## src/rtl/config_tx_serializer_pkg.sv

```systemverilog
// Shared types and derived timing helpers for the NanEye configuration serializer.
package config_tx_serializer_pkg;

    typedef enum logic [1:0] {
        IDLE,
        WAIT,
        SHIFT,
        DONE
    } state_e;

    // System clock cycles per serial bit (integer division, truncating).
    function automatic int unsigned bit_cycles(input int unsigned clock_period_ps,
                                               input int unsigned bit_period_ns);
        return (bit_period_ns * 1000) / clock_period_ps;
    endfunction

    function automatic int unsigned low_cycles(input int unsigned n_bit_cycles);
        return n_bit_cycles / 2;
    endfunction

endpackage

```

## src/rtl/config_tx_serializer_tx_bit_timer.sv

```systemverilog
// Per-bit cycle counter: produces the bit-end strobe and the registered serial clock phase.
module tx_bit_timer #(
    parameter int unsigned C_BIT_CYCLES = 19,
    parameter int unsigned C_LOW_CYCLES = 9
) (
    input  logic clk_i,
    input  logic rst_i,
    input  logic active_i,   // a bit is on the line this cycle
    input  logic run_i,      // a bit will be on the line next cycle
    output logic bit_end_o,
    output logic tx_clk_o
);

    localparam int unsigned CW = $clog2(C_BIT_CYCLES + 1);
    localparam logic [CW-1:0] LAST = CW'(C_BIT_CYCLES - 1);
    localparam logic [CW-1:0] LOW  = CW'(C_LOW_CYCLES);

    logic [CW-1:0] count_q, count_d;
    logic          clk_q, clk_d;

    // The clock phase is computed from the next count so the registered
    // TX_CLK lines up with the count shown in the same cycle.
    always_comb begin
        bit_end_o = active_i && (count_q == LAST);
        count_d   = '0;
        if (active_i && !bit_end_o) begin
            count_d = count_q + 1'b1;
        end
        clk_d = run_i && (count_d >= LOW);
    end

    always_ff @(posedge clk_i) begin
        if (rst_i) begin
            count_q <= '0;
            clk_q   <= 1'b0;
        end else begin
            count_q <= count_d;
            clk_q   <= clk_d;
        end
    end

    assign tx_clk_o = clk_q;

endmodule

```

## src/rtl/config_tx_serializer.sv

```systemverilog
// Serial configuration transmitter: START edge, LINE_PERIOD hold-off, then MSB-first
// shift-out of the latched word on TX_DAT/TX_CLK under TX_OE, ending with a TX_END pulse.
module config_tx_serializer
    import config_tx_serializer_pkg::*;
#(
    parameter int unsigned CLOCK_PERIOD_PS = 20833,
    parameter int unsigned BIT_PERIOD_NS   = 400,
    parameter int unsigned C_NO_CFG_BITS   = 24
) (
    input  logic                     CLOCK,
    input  logic                     RESET,
    input  logic                     START,
    input  logic [15:0]              LINE_PERIOD,
    input  logic [C_NO_CFG_BITS-1:0] INPUT,
    output logic                     TX_END,
    output logic                     TX_DAT,
    output logic                     TX_CLK,
    output logic                     TX_OE
);

    localparam int unsigned C_BIT_CYCLES = bit_cycles(CLOCK_PERIOD_PS, BIT_PERIOD_NS);
    localparam int unsigned C_LOW_CYCLES = low_cycles(C_BIT_CYCLES);
    localparam int unsigned BW           = $clog2(C_NO_CFG_BITS + 1);
    localparam logic [BW-1:0] LAST_BIT   = BW'(C_NO_CFG_BITS - 1);

    state_e                   state_q, state_d;
    logic                     start_q;
    logic [15:0]              hold_q, hold_d;
    logic [C_NO_CFG_BITS-1:0] sr_q, sr_d;
    logic [BW-1:0]            bitn_q, bitn_d;
    logic                     end_q, oe_q, dat_q;
    logic                     bit_end;

    always_comb begin
        state_d = state_q;
        hold_d  = hold_q;
        sr_d    = sr_q;
        bitn_d  = bitn_q;
        unique case (state_q)
            IDLE: begin
                if (START && !start_q) begin
                    sr_d    = INPUT;
                    hold_d  = LINE_PERIOD;
                    state_d = WAIT;
                end
            end
            WAIT: begin
                if (hold_q == '0) begin
                    state_d = SHIFT;
                end else begin
                    hold_d = hold_q - 1'b1;
                end
            end
            SHIFT: begin
                if (bit_end) begin
                    sr_d = {sr_q[C_NO_CFG_BITS-2:0], 1'b0};
                    if (bitn_q == LAST_BIT) begin
                        bitn_d  = '0;
                        state_d = DONE;
                    end else begin
                        bitn_d = bitn_q + 1'b1;
                    end
                end
            end
            DONE: state_d = IDLE;
            default: state_d = IDLE;
        endcase
    end

    // Outputs are registered from the next state so TX_OE rises on the
    // same edge that enters SHIFT.
    always_ff @(posedge CLOCK) begin
        start_q <= START;
        if (RESET) begin
            state_q <= IDLE;
            hold_q  <= '0;
            sr_q    <= '0;
            bitn_q  <= '0;
            end_q   <= 1'b0;
            oe_q    <= 1'b0;
            dat_q   <= 1'b0;
        end else begin
            state_q <= state_d;
            hold_q  <= hold_d;
            sr_q    <= sr_d;
            bitn_q  <= bitn_d;
            end_q   <= (state_d == DONE);
            oe_q    <= (state_d == SHIFT);
            dat_q   <= (state_d == SHIFT) && sr_d[C_NO_CFG_BITS-1];
        end
    end

    tx_bit_timer #(
        .C_BIT_CYCLES (C_BIT_CYCLES),
        .C_LOW_CYCLES (C_LOW_CYCLES)
    ) u_bit_timer (
        .clk_i     (CLOCK),
        .rst_i     (RESET),
        .active_i  (state_q == SHIFT),
        .run_i     (state_d == SHIFT),
        .bit_end_o (bit_end),
        .tx_clk_o  (TX_CLK)
    );

    assign TX_END = end_q;
    assign TX_OE  = oe_q;
    assign TX_DAT = dat_q;

endmodule

```

## config.mk

```make
export PLATFORM = sky130hd
export DESIGN_NAME = config_tx_serializer
export DESIGN_NICKNAME = d
export VERILOG_FILES = /design/src/rtl/config_tx_serializer_pkg.sv /design/src/rtl/config_tx_serializer_tx_bit_timer.sv /design/src/rtl/config_tx_serializer.sv
export SDC_FILE = /design/constraint.sdc
export NUM_CORES = 1
export LEC_CHECK = 0
export CELL_PAD_IN_SITES_DETAIL_PLACEMENT = 0
export CELL_PAD_IN_SITES_GLOBAL_PLACEMENT = 1
export CORE_MARGIN = 2
export CORE_UTILIZATION = 49
export CTS_CLUSTER_DIAMETER = 80
export DETAILED_ROUTE_END_ITERATION = 10
export DONT_BUFFER_PORTS = 1
export PLACE_DENSITY = 0.8
export REMOVE_ABC_BUFFERS = 1
export SYNTH_ARGS = -nofsm -noshare
export SYNTH_HDL_FRONTEND = slang
export SYNTH_SLANG_ARGS = --single-unit
```

## constraint.sdc

```tcl
create_clock -name CLOCK -period 5.95 [get_ports CLOCK]
set_input_delay 0.2975 -clock CLOCK [delete_from_list [all_inputs] [get_ports CLOCK]]
set_output_delay 0.2975 -clock CLOCK [all_outputs]
set_load 0.01 [all_outputs]
```

* Word level (Yosys, flattened, before mapping)
Cells that the tools add are included.
W data, S select, Z words.
** Operators by class
- Shift operators :: 0
- Reductions and logical operators :: 14
- Bitwise gates (word level) :: 0
- Add/subtract/negate cells :: 3
- Order comparisons :: 1
- Eq/ne operators :: 10
- Mux-type cells :: 13
- Divide/modulo/power cells :: 0
- $mul :: 0
** Operators with widths (count)
- $mux W24 :: 2
- $pmux W24 S2 :: 1
- $mux W16 :: 2
- $pmux W16 S2 :: 1
- $logic_not A16 Y1 :: 1
- $sub A16 B1 Y16 const B :: 1
- $add A5 B1 Y5 const B :: 2
- $eq A5 B5 Y1 const B :: 2
- $mux W5 :: 2
- $eq A2 B2 Y1 const B :: 4
- $mux W2 :: 4
- $pmux W2 S4 :: 1
- $ne A2 B2 Y1 const B :: 3
- $reduce_and A3 Y1 :: 2
- $ge A5 B4 Y1 const B :: 1
- $logic_and A1 B1 Y1 :: 5
- $reduce_bool A2 Y1 :: 2
- $eq A2 B1 Y1 const B :: 1
- $logic_not A1 Y1 :: 2
- $logic_not A2 Y1 :: 1
- $reduce_and A2 Y1 :: 1
** Storage, ports and cells
- Bits of input ports :: 43
- Bits in latches :: 0
- Register bits :: 57
- Memories kept :: 0
- Word-level logic and storage cells :: 52
- RAM bits :: 0
- Memory bits (read-only) :: 0
- Output and inout port bits :: 4

* Logic depth before layout (Yosys ltp)
- Word-level depth :: 7
- Depth in mapped cells :: 8
- Mapped depth without buffers :: 7

* Modules after synthesis
Synthesis repeated with hierarchy kept, for this count alone.
** Unflattened totals
- Cells, all modules :: 327
- Area, all modules :: 2730.1 um2
** By module, submodules not included
- config_tx_serializer :: cells an instance 297, times used 1, seq. area each 1021.0 um2, area each 2447.3 um2
- tx_bit_timer :: cells an instance 30, times used 1, seq. area each 120.1 um2, area each 282.8 um2

* Least setup slack after synthesis
Ideal clock, no wire load.
- Path kind :: reg2reg
- From :: register hold_q[0]
- To :: register hold_q[12]
- Slack :: 3763 ps
- Arrival :: 2057 ps
- Required time :: 5820 ps
- Library setup time :: 130 ps
- Cell stages (with the launch flop) :: 9
- Path buffers :: 1
- Period minus slack after synthesis :: 2187 ps
- Cell sequence :: dfxtp_1 > inv_1 > ha_1 > or3b_1 > or4_1 > clkbuf_1 > or3_1 > a21oi_1 > o22ai_1
** On the way
- Longest elaborated chain between the ends :: 3
- Elaborated cells on any way between the ends :: 6
- Classes of those cells :: 1 x add/sub; 1 x eq/ne; 2 x mux; 2 x reduce/logical
** Ends and longest elaborated chain
- start, declared :: line config_tx_serializer.sv:28 : logic [15:0] hold_q, hold_d;
- start signal, assigned :: line config_tx_serializer.sv:84 : hold_q <= hold_d;
- $sub A16 B1 Y16 or $logic_not A16 Y1 (tied branches) :: line config_tx_serializer.sv:51, config_tx_serializer.sv:48
- $mux W16 or $ne A2 B2 Y1 (tied branches)
- $pmux W16 S2 or $reduce_and A3 Y1 (tied branches)
Several ways; a longest one is shown, not always the timed one. The select of a mux whose other input is x is not followed.
A chain may end at the register's enable or synchronous reset.

* Final worst setup path
Same ends and word-level chain as after synthesis.

==> flow_summary.ini <==
[global_routing]
grt_util_met3_pct = 4.824
busiest_layer = met2
overflow = 0
grt.total_usage_pct = 20.78
grt_pass1_wl_um = 9970
met2_usage_pct = 30.09
grt_max_degree = 52
grt_pass1_vias = 2134
use_met1_pct = 29.27
antenna_found_initial = 0

[synth]
synth_cell_type_count = 43
async_reset_ff_share_pct = 0
synthFlopType = dfxtp_1
syn_avg_cell_area_um2 = 8.180
synth.most_common_cell = dfxtp_1
synth_edf_count = 0
ys_seq_area_share_pct = 43.59
yosysTopAreaCell = dfxtp_1
synth_warnings = 0
synth_common_cells = dfxtp_1, nand2_1, a21oi_1
synth_top_area_share_pct = 43.59
synth_area_leaders = dfxtp_1, a21oi_1, nand2_1, a22oi_1, nor2_1
synth_cells = 320
synth_area_um2 = 2618
ys_seq_elements = 57

[clock_network]
cts_buffers = 9
cts_setup_buffers = 0
root_buffer = clkbuf_8
clk_pin_slew_ns = 0.07
cts_resized = 0
insertion_delay_ns = 0.33
htreeDepth = 3
hold_buffers = 1
cts_sinks = 57
cts_max_path_buffers = 2
cts_tree = done

[finish]
postLayoutCoreUtil_pct = 55.94
final_area_um2 = 2875
insertedDiodeCount = 0
fin_cells = 391
nNetsFinal = 364
drive_above_1_share_pct = 8.723
syn2layout_area_growth_pct = 9.847

[floorplanning]
die_y_um = 77.09
die-width_um = 77.09
dieArea_um2 = 5943
io_pins = 47
start_util_pct = 50.93
coreArea_um2 = 5140
num_rows = 26

[drt]
drt_iter0_markers = 134
dr.pass1.iters = 4
drc = 0
vias = 2239
viasPerCell = 5.726
ant_nets = 0
routed_wl_um = 5666
post_drt_wl_per_cell_um = 14.49

[pwr]
clkPwrFrac_pct = 38.7
p_leak_nw = 1.028
pwr-share-seq_pct = 45.5
p_switching_w = 0.0002633
combPwrFrac_pct = 15.8
ir_worst_vdd_mv = 0.1372
switching_share_pct = 28.40
p_int_w = 0.0006640
p_per_area_nw_per_um2 = 322.5

[placement]
port_buffers = 0
place_area_um2 = 2669
dp_hpwl_um = 3579
routabilityCongestion = 0.7953
place_inst = 374

[sta]
setup_viol = 0
tightest_slew_ns = 0.7056
max_slew_margin_pct = 52.78
period_needed_ns = 2.368
post-route-period-util_pct = 39.79
max_freq_ghz = 0.4224
hold_viol_final = 0
final.setup.tns_ns = 0
rsz0062_at_grt = no
slew_violations = 0
skew_ns = 0.005772

[worst_setup_path]
cp-end-kind = flip-flop
crit_arrival_ns = 2.58
cp-start-kind = flip-flop
required_ns = 6.16
path_class = reg2reg
worstPathMaxFanout = 9

[status]
run_status = finished clean

[worst_hold_path]
hp-class = in2reg

[run]
maxCapViolCount = 0
## flip-flops by register name, indices dropped and copies added, names as in the netlist
register and flops:
bitn_q 5, sr_q 24, start_q 1, TX_OE 1
hold_q 16, u_bit_timer.count_q 5, u_bit_timer.tx_clk_o 1, state_q 2
TX_END 1, TX_DAT 1
## layer usage
metal / part of all wire [%] / wire length [um]
met1: 52 / 2930
met4: 1.8 / 103
met3: 4.5 / 256
met2: 42 / 2375
met5: 0 / 0
## kinds of logic after synthesis
group	count (synthesis)	synth area share [%]
buffers and inverters	28	4.111
adder cells (fa/ha/maj)	5	2.390
AO/OA/AOI/OAI	108	26.53
XOR/XNOR	6	2.008
flip-flops	57	43.59
multiplexers	1	0.3824
AND/OR/NAND/NOR	115	20.99
## stage by stage
step	setup WS [ns]	total power, W	hold slack [ns]
final	3.582	0.0009274	0.02865
after global routing	3.449	0.0009751	0.008927
after CTS	3.597	0.0009339	0.01671
after detailed placement	3.612	0.0005743	0.3253
after global placement	3.648	0.0005741	0.3253
after floorplan	2.998	0.0005377	0.3252
## worst max-delay path, cell delays in order (launching register included)
cell	delay, ns
dfxtp_1	0.33
inv_1	0.12
ha_1	0.21
or3b_1	0.41
or4_1	0.59
or3_1	0.36
a21oi_1	0.15
o22ai_1	0.09
## power groups by stage
stage	sequential (W)	clock (W)	combinational, W
6_report	0.000422	0.000359	0.000147
5_1_grt	0.000425	0.000384	0.000166
4_1_cts	0.000422	0.000367	0.000146
3_5_place_dp	0.000430	0	0.000144
3_3_place_gp	0.000430	0	0.000145
2_1_floorplan	0.000425	0	0.000113
## final cells by class
class	count	area, um^2
Multi-Input combinational cell	235	1376
Fill cell	527	2265
Sequential cell	57	1141
Clock buffer	11	141.4
Tap cell	70	87.58
Clock inverter	5	55.05
Timing Repair Buffer	6	47.55
Inverter	7	26.28
## layout by cell type (no fill, tap or decap), types with 2 or more instances in the layout
cell,instances
clkinv_2,2
a21bo_2,2
nand3_1,5
or4_1,4
o31ai_1,4
clkbuf_8,10
inv_1,7
a211oi_1,2
o21ai_0,14
nor3_1,9
dfxtp_1,57
nor2_1,23
a21oi_1,42
ha_1,5
a22o_1,2
o41ai_1,5
nand2b_1,7
buf_4,5
o32ai_1,2
a31oi_1,3
clkinvlp_4,2
a22oi_1,24
o21a_1,3
nand2_1,49
xor2_1,2
or3_1,5
xnor2_1,4
## path summary, 6_finish.rpt
check	depth (start not counted)	start	slack, ns	to
hold / removal	1	RESET	0.03	sr_q[3]$_SDFFE_PP0P_
setup / recovery	7	hold_q[0]$_SDFFE_PP0P_	3.58	hold_q[12]$_SDFFE_PP0P_
hold reg to reg	2	sr_q[6]$_SDFFE_PP0P_	0.45	sr_q[6]$_SDFFE_PP0P_
setup reg to reg	7	hold_q[0]$_SDFFE_PP0P_	3.58	hold_q[12]$_SDFFE_PP0P_
(Power assumes the default switching activity.)
